File: config.mk
export PLATFORM = sky130hd
export DESIGN_NAME = axi4l_master_arbiter
export DESIGN_NICKNAME = d
export VERILOG_FILES = /design/src/rtl/axi4l_master_arbiter.sv
export SDC_FILE = /design/constraint.sdc
export NUM_CORES = 1
export LEC_CHECK = 0
export CAP_MARGIN = 10
export CORE_AREA = 2 2 187 189
export DETAILED_ROUTE_END_ITERATION = 10
export DIE_AREA = 0 0 189 191
export GPL_TIMING_DRIVEN = 0
export HOLD_SLACK_MARGIN = 0.06
export PLACE_DENSITY = 0.53
export SLEW_MARGIN = 20
export SYNTH_ARGS = -nofsm -noshare
export SYNTH_HDL_FRONTEND = slang
export SYNTH_SLANG_ARGS = --single-unit
File: constraint.sdc
create_clock -name clk_axi -period 2 [get_ports clk_axi]
set_input_delay 0.2 -clock clk_axi [delete_from_list [all_inputs] [get_ports clk_axi]]
set_output_delay 0.2 -clock clk_axi [all_outputs]
set_load 0.01 [all_outputs]
File: src/rtl/axi4l_master_arbiter.sv
// Round-robin arbiter that gives REQ_N register-access requesters one shared AXI4-Lite master port.
// It runs a single outstanding transaction at a time and returns the result with a one-cycle ack.
module axi4l_master_arbiter #(
    parameter int REQ_N  = 4,
    parameter int ADDR_W = 32,
    parameter int DATA_W = 32
) (
    input  logic                          clk_axi,
    input  logic                          anrst_axi,
    input  logic [REQ_N-1:0]              req_valid,
    input  logic [REQ_N-1:0]              req_rnw,
    input  logic [REQ_N*ADDR_W-1:0]       req_addr,
    input  logic [REQ_N*DATA_W-1:0]       req_wdata,
    input  logic [REQ_N*(DATA_W/8)-1:0]   req_wstrb,
    output logic [REQ_N-1:0]              req_ack,
    output logic [DATA_W-1:0]             rsp_rdata,
    output logic [1:0]                    rsp_resp,
    output logic [$clog2(REQ_N)-1:0]      grant_id,
    output logic                          busy,
    output logic [ADDR_W-1:0]             m_axi_awaddr,
    output logic [2:0]                    m_axi_awprot,
    output logic                          m_axi_awvalid,
    input  logic                          m_axi_awready,
    output logic [DATA_W-1:0]             m_axi_wdata,
    output logic [DATA_W/8-1:0]           m_axi_wstrb,
    output logic                          m_axi_wvalid,
    input  logic                          m_axi_wready,
    input  logic                          m_axi_bvalid,
    input  logic [1:0]                    m_axi_bresp,
    output logic                          m_axi_bready,
    output logic [ADDR_W-1:0]             m_axi_araddr,
    output logic [2:0]                    m_axi_arprot,
    output logic                          m_axi_arvalid,
    input  logic                          m_axi_arready,
    input  logic                          m_axi_rvalid,
    input  logic [DATA_W-1:0]             m_axi_rdata,
    input  logic [1:0]                    m_axi_rresp,
    output logic                          m_axi_rready
);

    localparam int          STRB_W = DATA_W / 8;
    localparam int          IDW    = $clog2(REQ_N);
    localparam int unsigned N_U    = REQ_N;

    typedef enum logic [2:0] {
        IDLE,
        WR_ADDR,
        WR_RESP,
        RD_ADDR,
        RD_DATA
    } state_t;

    state_t              state_q, state_d;
    logic [IDW-1:0]      gid_q, gid_d;
    logic [IDW-1:0]      last_q, last_d;
    logic [ADDR_W-1:0]   addr_q, addr_d;
    logic [DATA_W-1:0]   wdata_q, wdata_d;
    logic [STRB_W-1:0]   wstrb_q, wstrb_d;
    logic                aw_done_q, aw_done_d;
    logic                w_done_q, w_done_d;
    logic [REQ_N-1:0]    ack_q, ack_d;
    logic [DATA_W-1:0]   rdata_q, rdata_d;
    logic [1:0]          resp_q, resp_d;

    logic [REQ_N-1:0]    eligible;
    logic                pick_found;
    logic [IDW-1:0]      pick_idx;
    logic [IDW-1:0]      cand_idx;
    logic                aw_now;
    logic                w_now;

    // The requester just acked is masked so it cannot be re-granted in its own ack cycle.
    always_comb begin
        eligible   = req_valid & ~ack_q;
        pick_found = 1'b0;
        pick_idx   = '0;
        cand_idx   = '0;
        for (int unsigned off = 1; off <= N_U; off++) begin
            cand_idx = IDW'((32'(last_q) + off) % N_U);
            if (!pick_found && eligible[cand_idx]) begin
                pick_found = 1'b1;
                pick_idx   = cand_idx;
            end
        end
    end

    always_comb begin
        state_d   = state_q;
        gid_d     = gid_q;
        last_d    = last_q;
        addr_d    = addr_q;
        wdata_d   = wdata_q;
        wstrb_d   = wstrb_q;
        aw_done_d = aw_done_q;
        w_done_d  = w_done_q;
        ack_d     = '0;
        rdata_d   = rdata_q;
        resp_d    = resp_q;
        aw_now    = aw_done_q | m_axi_awready;
        w_now     = w_done_q | m_axi_wready;

        case (state_q)
            IDLE: begin
                if (pick_found) begin
                    gid_d     = pick_idx;
                    last_d    = pick_idx;
                    addr_d    = req_addr[pick_idx*ADDR_W +: ADDR_W];
                    wdata_d   = req_wdata[pick_idx*DATA_W +: DATA_W];
                    wstrb_d   = req_wstrb[pick_idx*STRB_W +: STRB_W];
                    aw_done_d = 1'b0;
                    w_done_d  = 1'b0;
                    state_d   = req_rnw[pick_idx] ? RD_ADDR : WR_ADDR;
                end
            end
            WR_ADDR: begin
                aw_done_d = aw_now;
                w_done_d  = w_now;
                if (aw_now && w_now) begin
                    state_d = WR_RESP;
                end
            end
            WR_RESP: begin
                if (m_axi_bvalid) begin
                    state_d = IDLE;
                    ack_d   = {{(REQ_N-1){1'b0}}, 1'b1} << gid_q;
                    rdata_d = '0;
                    resp_d  = m_axi_bresp;
                end
            end
            RD_ADDR: begin
                if (m_axi_arready) begin
                    state_d = RD_DATA;
                end
            end
            RD_DATA: begin
                if (m_axi_rvalid) begin
                    state_d = IDLE;
                    ack_d   = {{(REQ_N-1){1'b0}}, 1'b1} << gid_q;
                    rdata_d = m_axi_rdata;
                    resp_d  = m_axi_rresp;
                end
            end
            default: begin
                state_d = IDLE;
            end
        endcase
    end

    always_ff @(posedge clk_axi or negedge anrst_axi) begin
        if (!anrst_axi) begin
            state_q   <= IDLE;
            gid_q     <= '0;
            last_q    <= IDW'(REQ_N - 1);
            addr_q    <= '0;
            wdata_q   <= '0;
            wstrb_q   <= '0;
            aw_done_q <= 1'b0;
            w_done_q  <= 1'b0;
            ack_q     <= '0;
            rdata_q   <= '0;
            resp_q    <= '0;
        end else begin
            state_q   <= state_d;
            gid_q     <= gid_d;
            last_q    <= last_d;
            addr_q    <= addr_d;
            wdata_q   <= wdata_d;
            wstrb_q   <= wstrb_d;
            aw_done_q <= aw_done_d;
            w_done_q  <= w_done_d;
            ack_q     <= ack_d;
            rdata_q   <= rdata_d;
            resp_q    <= resp_d;
        end
    end

    // All bus controls decode registered state only, so reset drops them immediately.
    assign m_axi_awvalid = (state_q == WR_ADDR) && !aw_done_q;
    assign m_axi_wvalid  = (state_q == WR_ADDR) && !w_done_q;
    assign m_axi_bready  = (state_q == WR_RESP);
    assign m_axi_arvalid = (state_q == RD_ADDR);
    assign m_axi_rready  = (state_q == RD_DATA);
    assign m_axi_awaddr  = addr_q;
    assign m_axi_araddr  = addr_q;
    assign m_axi_wdata   = wdata_q;
    assign m_axi_wstrb   = wstrb_q;
    assign m_axi_awprot  = '0;
    assign m_axi_arprot  = '0;
    assign req_ack       = ack_q;
    assign rsp_rdata     = rdata_q;
    assign rsp_resp      = resp_q;
    assign grant_id      = gid_q;
    assign busy          = (state_q != IDLE);

endmodule

==> metrics.txt <==
io pins=475; area share of the largest cell type after synthesis=0.421; Post-Syn Instances=639; Synth Cell Area=6720 um^2; antenna cells=0; post-route setup TNS=0 ns; Skew-Pair Late Insertion Delay=0.42 ns; #FFs+latches synth=115; first-iteration detailed-routing DRC count=159; number of synthesized flops with an enable pin=0; Final HPWL DP=24300 um; power density over the cells=1390 nW/um^2; Max Clock Skew=0.00892 ns; crit start category=flop; most used flip-flop cell after synthesis=dfrtp_1; First-pass DRT Iterations=5; Final Util=0.387; placed cell area=12000 um^2; Die Ht=191 um; CP required=2.29 ns; synth top area cells=dfrtp_1 42%, mux2i_1 21%, o221ai_1 9.3%; Yosys top cell by area=dfrtp_1; max_cap viols=0; Area Overhead vs Synth=96.4%; clock buffer depth=2; status=finished, final reports clean; first-pass GRT wire length=45900 um; Root Driver=clkbuf_16; H-tree depth=4; synthesis warning total=0; initial antenna violation count=0; layout cell share with drive strength beyond 1=0.164; CP Max Fanout=6; synth cell count leaders=141 x mux2i_1, 141 x nand2_1, 113 x dfrtp_1; Initial Util=0.197; full die area=36100 um^2; RSZ-0062 raised after global routing=true; Mapped Avg Cell Area=10.5 um^2; GR Overflow Total=0; final WL=31900 um; dpl cells=1569; min-delay worst type=in2async; Via density=4.28; sequential area share after synthesis=0.429; post-route insts no fill=1617; Fmax=0.512 GHz; Buffers on Ports=468; die width=189 um; fin area=13200 um^2; Pins Over Slew Limit=0; CTS buffer count=17; DRC=0; peak supply drop=635 uV; RePlAce Congestion=0.796; Nets=1472; row cnt=68; final hold viol count=0; critical path data arrival time=2.24 ns; CP Capture Type=flop; minimum clock period=1.95 ns; Routed Antenna Nets=0; Via Count=6913; period utilisation layout=0.976; Total GRT Usage=0.171; vias in the first global route=7161; routed len/inst=19.7 um; total power=18400 uW; Async SR Flop Fraction=1.00; P_leak=0.00584 uW; post-synth cell types=40; final number of setup-violating endpoints=0; CTS tree=yes; pin count of the biggest net entering global routing=76; area of the core=34100 um^2; Worst-path clk slew=0.06 ns; CTS Sinks=115; CP Class=reg2reg
==> layer usage <==
layer	vias up	GRT usage	routed length, um
met1	3309	0.196	12600
met5	-	0	0
met3	16	0.0595	2760
met4	0	0.0364	320
met2	286	0.306	16300
li1	3302	-	-
==> worst paths after layout <==
| kind | end | start | slack, ns | depth (start not counted) |
|---|---|---|---|---|
| max in group asynchronous | m_axi_wdata[30] | anrst_axi | 1.02 | 3 |
| hold reg to reg | rsp_rdata[10] | rsp_rdata[10] | 0.46 | 2 |
| hold / removal | rsp_rdata[12] | anrst_axi | 0.25 | 2 |
| min in group clk_axi | rsp_rdata[10] | m_axi_rdata[10] | 0.32 | 3 |
| setup / recovery | m_axi_wdata[17] | last_q[0] | 0.05 | 8 |
| setup reg to reg | m_axi_wdata[17] | last_q[0] | 0.05 | 8 |
==> critical path, cell delays in order, from the launching register on <==
cell and delay [ns]:
dfstp_2 0.57, o221ai_2 0.11, a32o_2 0.28, buf_8 0.15
buf_12 0.15, buf_6 0.13, clkbuf_16 0.15, mux2i_1 0.15
o221ai_1 0.13
==> state kept, by name, summed over array words and instances (netlist names) <==
name          cells
aw_done_q         1
grant_id          2
last_q            2
m_axi_araddr     32
m_axi_wdata      32
m_axi_wstrb       4
req_ack           4
rsp_rdata        32
rsp_resp          2
state_q           3
w_done_q          1
==> layout make-up <==
type,count,area (um^2)
clock buffer,18,439
sequential,115,2880
multi-input combinational,435,3340
fill,3411,20900
clock inverter,14,179
tap,455,569
buffer,87,774
timing repair buffer,488,4980
inverter,5,18.8
==> logic make-up after synthesis <==
| group | count (synthesis) | share of synthesized area |
|---|---|---|
| and+or+nand+nor | 198 | 0.131 |
| AOI/OAI and AO/OA | 88 | 0.110 |
| DFF | 115 | 0.429 |
| muxes | 143 | 0.214 |
| other | 1 | 0.000558 |
| buffers and inverters | 94 | 0.117 |
==> where the power goes <==
part           switching [uW]  internal (uW)
combinational            4990           6170
clock                    1290           2010
sequential                668           3260
total                    6950          11400
==> what timing repair did <==
action / in CTS / in global routing
setup endpoints to repair: 75 / 92
hold buffers: 1 / 0
gates cloned: 2 / 4
hold endpoints to repair: 40 / 0
resized for setup: 41 / 55
pin swaps: 6 / 12
setup buffers: 7 / 4
==> cells in the final DEF, fill, tap and decap left out, drive strengths merged, types with 2 or more instances in the layout <==
cell type	count
a21o	2
a21oi	3
and2	2
buf	90
bufinv	3
clkbuf	36
clkdlybuf4s50	461
clkinv	6
clkinvlp	3
conb	6
dfrtp	113
dfstp	2
dlygate4sd2	3
inv	7
mux2	2
mux2i	141
nand2	141
nand2b	4
nand3	32
nor2	6
nor2b	2
nor3	2
nor3b	4
o21ai	6
o221ai	71
or3b	2
==> through the flow <==
stage	setup slack, ns	hold WS, ns
2_1_floorplan	0.280	-0.0956
3_3_place_gp	-4.51	0.450
3_5_place_dp	-0.783	0.111
4_1_cts	-0.0146	0.249
5_1_grt	-0.0622	0.262
6_report	0.0471	0.247
No activity file was read; power rests on OpenSTA's default activity.
